## config.mk

```make
export PLATFORM = sky130hd
export DESIGN_NAME = stereo_match_engine
export DESIGN_NICKNAME = d
export VERILOG_FILES = /design/src/rtl/stereo_pkg.sv /design/src/rtl/block_cost_accum.sv /design/src/rtl/stereo_match_engine.sv
export SDC_FILE = /design/constraint.sdc
export NUM_CORES = 1
export LEC_CHECK = 0
export ABC_AREA = 1
export CAP_MARGIN = 20
export CORE_ASPECT_RATIO = 1.2
export CORE_MARGIN = 5
export CORE_UTILIZATION = 45
export DETAILED_ROUTE_END_ITERATION = 10
export DONT_BUFFER_PORTS = 1
export PLACE_DENSITY = 0.66
export RECOVER_POWER = 50
export REMOVE_ABC_BUFFERS = 1
export SLEW_MARGIN = 0
export SYNTH_ARGS = -nofsm -noshare
export SYNTH_HDL_FRONTEND = slang
export SYNTH_SLANG_ARGS = --single-unit
```

## constraint.sdc

```tcl
create_clock -name clk_100mhz -period 6.35 [get_ports clk_100mhz]
set_clock_uncertainty 0.15 [all_clocks]
set_input_delay 1.27 -clock clk_100mhz [delete_from_list [all_inputs] [get_ports clk_100mhz]]
set_output_delay 1.27 -clock clk_100mhz [all_outputs]
set_load 0.05 [all_outputs]
```

## src/rtl/stereo_pkg.sv

```systemverilog
// Shared types and helpers for the block-matching disparity engine.
package stereo_pkg;

  typedef enum int unsigned {
    COST_SAD = 0,
    COST_SSD = 1
  } cost_mode_e;

  typedef enum logic [2:0] {
    StIdle,
    StIssue,
    StDrain,
    StCompare,
    StWrite,
    StDone
  } engine_state_e;

  // All-ones code of the given width, reported when no candidate is good enough.
  function automatic int unsigned invalid_code(input int unsigned disp_w);
    return (32'd1 << disp_w) - 32'd1;
  endfunction

endpackage

```

## src/rtl/block_cost_accum.sv

```systemverilog
// Tags returning frame-buffer data and accumulates the per-pixel SAD or SSD term.
module block_cost_accum
  import stereo_pkg::*;
#(
  parameter int unsigned PIX_W        = 8,
  parameter int unsigned COST_W       = 23,
  parameter int unsigned COST_MODE    = 0,
  parameter int unsigned READ_LATENCY = 2
) (
  input  logic              clk,
  input  logic              rst,
  input  logic              issue,
  input  logic              clear,
  input  logic [PIX_W-1:0]  left_pix,
  input  logic [PIX_W-1:0]  right_pix,
  output logic [COST_W-1:0] cost
);

  logic [READ_LATENCY-1:0] tag_q;
  logic [COST_W-1:0]       acc_q;
  logic [PIX_W-1:0]        abs_diff;
  logic [2*PIX_W-1:0]      abs_wide;
  logic [2*PIX_W-1:0]      term;

  always_comb begin
    abs_diff = (left_pix >= right_pix) ? left_pix - right_pix : right_pix - left_pix;
    abs_wide = (2*PIX_W)'(abs_diff);
    if (COST_MODE == COST_SSD) begin
      term = abs_wide * abs_wide;
    end else begin
      term = abs_wide;
    end
  end

  // tag_q[READ_LATENCY-1] is high exactly when the pair issued READ_LATENCY cycles ago arrives.
  always_ff @(posedge clk) begin
    if (rst) begin
      tag_q <= '0;
      acc_q <= '0;
    end else begin
      tag_q[0] <= issue;
      for (int i = 1; i < READ_LATENCY; i++) begin
        tag_q[i] <= tag_q[i-1];
      end
      if (clear) begin
        acc_q <= '0;
      end else if (tag_q[READ_LATENCY-1]) begin
        acc_q <= acc_q + COST_W'(term);
      end
    end
  end

  assign cost = acc_q;

endmodule

```

## src/rtl/stereo_match_engine.sv

```systemverilog
// Block-matching disparity engine: scans every anchor of a frame, keeps the lowest-cost
// disparity and writes one result per anchor.
module stereo_match_engine
  import stereo_pkg::*;
#(
  parameter int unsigned IMG_W        = 240,
  parameter int unsigned IMG_H        = 320,
  parameter int unsigned BLOCK        = 6,
  parameter int unsigned MAX_DISP     = 63,
  parameter int unsigned PIX_W        = 8,
  parameter int unsigned COST_MODE    = 0,
  parameter int unsigned READ_LATENCY = 2,
  localparam int unsigned DISP_W      = $clog2(MAX_DISP + 2),
  localparam int unsigned COST_W      = 2 * PIX_W + $clog2(BLOCK * BLOCK) + 1,
  localparam int unsigned ADDR_W      = $clog2(IMG_W * IMG_H),
  parameter logic [COST_W-1:0] COST_THRESH = '1
) (
  input  logic              clk_100mhz,
  input  logic              sys_rst,
  input  logic              start_in,
  output logic [ADDR_W-1:0] left_addr,
  output logic [ADDR_W-1:0] right_addr,
  input  logic [PIX_W-1:0]  left_din,
  input  logic [PIX_W-1:0]  right_din,
  output logic              result_we,
  output logic [ADDR_W-1:0] result_addr,
  output logic [DISP_W-1:0] result_disp,
  output logic [COST_W-1:0] result_cost,
  output logic              busy_out,
  output logic              done_out
);

  localparam int unsigned RC_W = $clog2(BLOCK + 1);
  localparam int unsigned XW   = $clog2(IMG_W + 1);
  localparam int unsigned YW   = $clog2(IMG_H + 1);
  localparam int unsigned LW   = $clog2(READ_LATENCY + 1);
  localparam logic [DISP_W-1:0] INVALID   = DISP_W'(invalid_code(DISP_W));
  localparam logic [ADDR_W-1:0] ROW_STEP  = ADDR_W'(IMG_W - BLOCK + 1);
  localparam logic [ADDR_W-1:0] WRAP_STEP = ADDR_W'(BLOCK);

  engine_state_e     state_q;
  logic [XW-1:0]     x_q;
  logic [YW-1:0]     y_q;
  logic [DISP_W-1:0] d_q;
  logic [RC_W-1:0]   r_q;
  logic [RC_W-1:0]   c_q;
  logic [LW-1:0]     drain_q;
  logic [ADDR_W-1:0] base_q;
  logic [COST_W-1:0] best_cost_q;
  logic [DISP_W-1:0] best_disp_q;

  logic [COST_W-1:0] cost;
  logic              take;
  logic              d_last;
  logic              x_last;
  logic              y_last;
  logic              issue_last;
  logic              col_last;
  logic [COST_W-1:0] win_cost;
  logic [DISP_W-1:0] win_disp;
  logic [DISP_W-1:0] d_next;
  logic [ADDR_W-1:0] next_base;

  block_cost_accum #(
    .PIX_W        (PIX_W),
    .COST_W       (COST_W),
    .COST_MODE    (COST_MODE),
    .READ_LATENCY (READ_LATENCY)
  ) u_accum (
    .clk       (clk_100mhz),
    .rst       (sys_rst),
    .issue     (state_q == StIssue),
    .clear     (state_q == StCompare),
    .left_pix  (left_din),
    .right_pix (right_din),
    .cost      (cost)
  );

  always_comb begin
    // Strict less-than keeps the smallest disparity among equal costs.
    take       = (d_q == '0) || (cost < best_cost_q);
    win_cost   = take ? cost : best_cost_q;
    win_disp   = take ? d_q : best_disp_q;
    d_last     = (d_q == DISP_W'(MAX_DISP)) || (32'(d_q) == 32'(x_q));
    x_last     = (x_q == XW'(IMG_W - BLOCK));
    y_last     = (y_q == YW'(IMG_H - BLOCK));
    col_last   = (c_q == RC_W'(BLOCK - 1));
    issue_last = (r_q == RC_W'(BLOCK - 1)) && col_last;
    d_next     = d_q + DISP_W'(1);
    next_base  = x_last ? base_q + WRAP_STEP : base_q + ADDR_W'(1);
  end

  always_ff @(posedge clk_100mhz) begin
    if (sys_rst) begin
      state_q     <= StIdle;
      x_q         <= '0;
      y_q         <= '0;
      d_q         <= '0;
      r_q         <= '0;
      c_q         <= '0;
      drain_q     <= '0;
      base_q      <= '0;
      best_cost_q <= '0;
      best_disp_q <= '0;
      left_addr   <= '0;
      right_addr  <= '0;
      result_we   <= 1'b0;
      result_addr <= '0;
      result_disp <= '0;
      result_cost <= '0;
      busy_out    <= 1'b0;
      done_out    <= 1'b0;
    end else begin
      result_we <= 1'b0;
      done_out  <= 1'b0;
      unique case (state_q)
        StIdle: begin
          if (start_in) begin
            state_q    <= StIssue;
            busy_out   <= 1'b1;
            x_q        <= '0;
            y_q        <= '0;
            d_q        <= '0;
            r_q        <= '0;
            c_q        <= '0;
            base_q     <= '0;
            left_addr  <= '0;
            right_addr <= '0;
          end
        end
        StIssue: begin
          if (issue_last) begin
            state_q <= StDrain;
            drain_q <= '0;
          end else if (col_last) begin
            c_q        <= '0;
            r_q        <= r_q + RC_W'(1);
            left_addr  <= left_addr + ROW_STEP;
            right_addr <= right_addr + ROW_STEP;
          end else begin
            c_q        <= c_q + RC_W'(1);
            left_addr  <= left_addr + ADDR_W'(1);
            right_addr <= right_addr + ADDR_W'(1);
          end
        end
        StDrain: begin
          if (drain_q == LW'(READ_LATENCY - 1)) begin
            state_q <= StCompare;
          end else begin
            drain_q <= drain_q + LW'(1);
          end
        end
        StCompare: begin
          best_cost_q <= win_cost;
          best_disp_q <= win_disp;
          if (d_last) begin
            state_q     <= StWrite;
            result_we   <= 1'b1;
            result_addr <= base_q;
            result_cost <= win_cost;
            result_disp <= (win_cost > COST_THRESH) ? INVALID : win_disp;
          end else begin
            state_q    <= StIssue;
            d_q        <= d_next;
            r_q        <= '0;
            c_q        <= '0;
            left_addr  <= base_q;
            right_addr <= base_q - ADDR_W'(d_next);
          end
        end
        StWrite: begin
          if (x_last && y_last) begin
            state_q  <= StDone;
            done_out <= 1'b1;
            busy_out <= 1'b0;
          end else begin
            state_q    <= StIssue;
            base_q     <= next_base;
            left_addr  <= next_base;
            right_addr <= next_base;
            d_q        <= '0;
            r_q        <= '0;
            c_q        <= '0;
            if (x_last) begin
              x_q <= '0;
              y_q <= y_q + YW'(1);
            end else begin
              x_q <= x_q + XW'(1);
            end
          end
        end
        StDone: begin
          state_q <= StIdle;
        end
        default: begin
          state_q <= StIdle;
        end
      endcase
    end
  end

endmodule

```

-- After elaboration in Yosys (flattened, before gate mapping)
Index checks and enable logic that the tools add are counted.
- add/subtract/negate cells: 16
- $mul: 0
- divide/modulo/power cells: 0
- order comparisons: 3
- eq/ne operators: 21
- shift-type cells: 0
- mux-type cells: 51
- bitwise operators: 2
- reductions and logical operators: 22
- operators by type and width (kind ; count):
    $mux 17 ; 9
    $pmux 17 s4 ; 2
    $add 17x1->17 const B ; 3
    $mux 3 ; 12
    $mux 7 ; 5
    $add 17x8->17 const B ; 2
    $pmux 17 s2 ; 1
    $mux 8 ; 4
    $mux 9 ; 3
    $pmux 3 s4 ; 2
    $add 23x8->23 ; 1
    $gt 23x23->1 const B ; 1
    $lt 23x23->1 ; 1
    $mux 23 ; 1
    $pmux 7 s3 ; 1
    $ne 2x2->1 const B ; 10
    $pmux 9 s2 ; 1
    $add 17x3->17 const B ; 1
    $sub 17x7->17 ; 1
    $pmux 8 s2 ; 1
    $sub 8x8->8 ; 2
    $pmux 3 s5 ; 1
    $reduce_and 3->1 ; 4
    $add 9x1->9 const B ; 1
    30 further kinds ; 45
- bits in registers: 191
- bits in latches: 0
- bits in writable memories: 0
- ROM bits: 0
- input bits: 19
- output and inout port bits: 84
- word-level logic and storage cells: 135
- memories kept: 0

-- Longest topological paths before layout
- depth in word-level cells: 5
- gate-level depth with buffers: 25
- mapped depth without buffers: 25

-- By module
A second synthesis with hierarchy kept.
- cell total of the unflattened synthesis: 2086
- area total of the unflattened synthesis: 13137.6 um2
- by module, submodules not included (module ; times used ; cells an instance ; area each (um2) ; sequential area each (um2)):
    stereo_match_engine ; 1 ; 1682 ; 10694.0 ; 3323.2
    block_cost_accum ; 1 ; 404 ; 2443.6 ; 500.5

-- Worst setup path before layout
Ideal clock, no wire load.
- path type: input-to-reg
- start: input left_din[0]
- end: register u_accum.acc_q[20], in the netlist u_accum.cost[20]
- library setup time: 126 ps
- arrival: 3969 ps
- data required time: 6074 ps
- path slack: 2104 ps
- cell stages on the path: 23
- buffers on the path: 0
- path through: inv_1 ha_1 inv_1 fa_1 nand2_1 nand2_1 nand2_1 nand3_2 inv_1 nand2_1 nand2_1 xor2_1 inv_1 ha_1 nand2_1 o21ai_0 nand2_1 nand2_1 nand2_1 nor2_1 nand4_1 nand2_1 nor2_1
- cells in the longest elaborated chain, start to end: 3
- elaborated cells between the ends (all ways): 5
- those cells by class: add/sub (3); order compare (1); mux (1)
- RTL lines (element ; line ; text):
    start: declaration ; stereo_match_engine.sv:23 ; input logic [PIX_W-1:0] left_din,
    $sub 8x8->8 / $ge 8x8->1 (equally long branches) ; block_cost_accum.sv:26 ; abs_diff = (left_pix >= right_pix) ? left_pix - right_pix : right_pix - left_pix;
    $mux 8 * ; block_cost_accum.sv:26 ;
    $add 23x8->23 * ; block_cost_accum.sv:48 ; acc_q <= acc_q + COST_W'(term);
    end signal: assignment ; block_cost_accum.sv:48 ;
    end: declaration ; block_cost_accum.sv:20 ; logic [COST_W-1:0] acc_q;
Every way passes the cells marked *; elsewhere a longest branch is shown, timed or not.
A chain may end at the register's enable or synchronous reset.

-- Final worst setup path
- start: register state_q[0]
- end: register result_addr[13]
- cells in the longest elaborated chain, start to end: 2
- RTL lines (element ; line ; text):
    start: declaration ; stereo_match_engine.sv:41 ; engine_state_e state_q;
    start signal: assignment ; stereo_match_engine.sv:95 ; state_q <= StIdle;
    start signal: assignment ; stereo_match_engine.sv:119 ; state_q <= StIssue;
    start signal: assignment ; stereo_match_engine.sv:133 ; state_q <= StDrain;
    $eq 3x2->1 ; stereo_match_engine.sv:116 ; unique case (state_q)
    $reduce_and 2->1 (no line) ; - ;
    end signal: assignment ; stereo_match_engine.sv:159 ; result_addr <= base_q;
    end: declaration ; stereo_match_engine.sv:26 ; output logic [ADDR_W-1:0] result_addr,
Every way passes these cells.

==> out/metrics.yaml <==
clocking:
  root_buffer: "clkbuf_16"
  cts_setup_buffers: 0
  clkSinkCount: 191
  cts_tree: "done"
  cts_inserted_buffers: 17
  clk_latency_ns: 0.46
  cts_hold_buffers: 0
  cts_resized: 0
  htree_levels: 4
  cts.reportedPaths.clkPinSlew_ns: 0.07
  cts_buffer_depth: 2
timing:
  rsz0062_at_grt: "no"
  finalCriticalPeriod_ns: 4.89
  slew_headroom_pct: -53.8
  worstMarginPinSlew_ns: 2.30
  post-route-period-util_pct: 77.0
  tns_ns: 0
  finalHoldViolations: 0
  timing.hold.ws_ns: 0.262
  slew_viol_final: 147
  setup_viol: 0
  fmax_mhz: 204
synthesis:
  yosysSeqAreaShare_pct: 28.9
  syn_area_um2: 13200
  synth-seq-cells: 191
  syn_avg_cell_area_um2: 6.29
  synthCells: 2105
  yosysWarnings: 0
  synth_cell_types: 51
  synth_top_area_cell: "dfxtp_1"
  synth_area_leaders: "dfxtp_1 (29%), nand2_1 (18%), nand3_1 (11%), ha_1 (7.0%), inv_1 (6.9%)"
  synth_top_area_share_pct: 28.9
run:
  max_cap_viol_count: 4
power_and_ir_drop:
  ir_drop_uv: 243
  leakagePower_nw: 6.53
  powerDensity_nw_per_um2: 391
critical_path:
  critPathSlowestCell: "nand2_1"
  critPathTopFamily: "simple AND/OR/NAND/NOR gates"
  cp_max_fo: 48
  cp_cell_sequence: "inv_1 -> nor2_1 -> nand2_4 -> nor2_2 -> clkbuf_1 -> nand2_1 -> o21ai_0"
  cp.required_ns: 6.52
  critPathKind: "reg2reg"
  cp_num_buf_inv: 2
  start_kind: "flip-flop"
  cp-end-kind: "flip-flop"
  critPathMaxStageDelay_ns: 1.62
  cp.arrival_ns: 5.06
routing:
  drtPass1Iterations: 5
  routed_wl_um: 36900
  post_drt_wl_per_cell_um: 15.1
  drtAntennaViolNets: 0
  vias: 13055
  initialDrtViolationCount: 969
  via_per_inst: 5.33
  route.detailed.drc: 0
floorplan:
  die_h_um: 198
  io_pins: 103
  row_count: 68
  core_um2: 28900
  start_util_pct: 45.7
  die_w_um: 167
  fp.dieArea_um2: 32900
layout:
  antenna_cells: 0
  nets: 2149
  layout-drive-gt1-share_pct: 4.27
  design_area_um2: 13900
  syn_to_final_growth_pct: 5.02
  final_util_pct: 48.0
global_route:
  antenna_found_initial: 0
  track_usage_pct: 22.1
  grt_pass1_wl_um: 60800
  grt_max_degree: 59
  grt_pass1_vias: 12317
  grt.overflow.total: 0
placement:
  gp_congestion: 0.913
  dpl_cell_area_um2: 13300
  numPortBuffers: 0
  hpwlAfterDp_um: 27000
status:
  violations: "capacitance limit, slew limit"
  run_status: "finished with violations"
hold_path:
  min_path_type: "reg2reg"
-- cell type report --
type,instances,area [um2]
multi-input combinational,1573,7950
sequential,191,3820
timing repair buffer,9,91.3
fill,3057,15000
inverter,258,975
tap,385,482
clock inverter,15,148
clock buffer,17,425
-- state kept, by name (all words and copies together), names as in the netlist, 2 cells and up --
signal	flops
left_addr	17
result_addr	17
u_accum.tag_q	2
result_cost	23
y_q	9
c_q	3
x_q	8
best_cost_q	23
d_q	7
u_accum.cost	23
drain_q	2
best_disp_q	7
state_q	3
result_disp	7
right_addr	17
r_q	3
base_q	17
-- placed cells by master, fill, tap and decap left out, drive strengths merged, types with 31 or more instances in the layout --
master and n:
nand2 652, nand3 301, inv 263, dfxtp 191, nor2 168, o21ai 122
a21oi 97, ha 74, nand4 33, xor2 31
-- metrics by stage --
stage / total power [mW] / setup WS [ns] / instances
after global placement: 4.34 / 1.66 / 2414
after CTS: 5.46 / 2.11 / 2446
after global routing: 5.90 / 1.01 / 2448
after floorplan: 3.65 / 2.09 / 2022
after detailed placement: 4.38 / 1.62 / 2414
final: 5.43 / 1.46 / 2448
-- cell usage after synthesis (all sizes together) --
cell      n
a211oi    3
a21o      8
a21oi    97
a22oi     1
a31oi     1
and3      2
buf      47
clkbuf   36
clkinv    4
dfxtp   191
fa        6
ha       74
inv     254
nand2   652
nand3   301
nand3b    7
nand4    33
nor2    168
nor3     19
nor3b     2
nor4      2
o211a     1
o211ai   11
o21a      4
o21ai   122
o21bai    4
o221ai    4
o22ai     1
o31ai     1
or2       9
xnor2     9
xor2     31
-- report_power, final --
group          leakage, nW  switching [mW]  total (mW)  internal (mW)
Clock                0.278           0.546        1.07          0.524
Combinational         4.71            1.91        2.68          0.767
Sequential            1.55           0.338        1.69           1.35
Total                 6.53            2.79        5.43           2.64
-- path summary, 6_finish.rpt --
path                                                      to  depth (start not counted)  slack, ns                         from
worst min register to register   u_accum.tag_q[1]$_SDFF_PP0_                          2       0.26  u_accum.tag_q[0]$_SDFF_PP0_
worst max register to register  result_addr[13]$_SDFFE_PP0P_                          7       1.46      state_q[0]$_SDFFE_PP0P_
worst min-delay path             u_accum.tag_q[1]$_SDFF_PP0_                          2       0.26  u_accum.tag_q[0]$_SDFF_PP0_
worst max-delay path            result_addr[13]$_SDFFE_PP0P_                          7       1.46      state_q[0]$_SDFFE_PP0P_
-- cell families after synthesis --
group / synth area share, %
buffers and inverters: 10.7
and+or+nand+nor: 39.1
DFF: 28.9
xor gates and xnor gates: 2.65
AOI/OAI and AO/OA: 10.7
adders and majority gates: 7.91
-- per-layer routing --
layer / vias to the layer above / track usage [%] / routed length (um)
met5: - / 0 / 0
met4: 0 / 8.94 / 1170
met3: 79 / 4.13 / 2000
met2: 344 / 40.0 / 18000
met1: 5946 / 25.9 / 15700
li1: 6686 / - / -
-- worst reg2reg max path, delay by kind of cell, from the launching register on --
| kind | cells | cell delay [ns] |
|---|---|---|
| AO/OA/AOI/OAI | 1 | 0.63 |
| buffers and inverters | 2 | 1.38 |
| flip-flops | 1 | 0.37 |
| AND/OR/NAND/NOR | 4 | 2.23 |
Note: power is estimated with default switching activity, not from simulation.
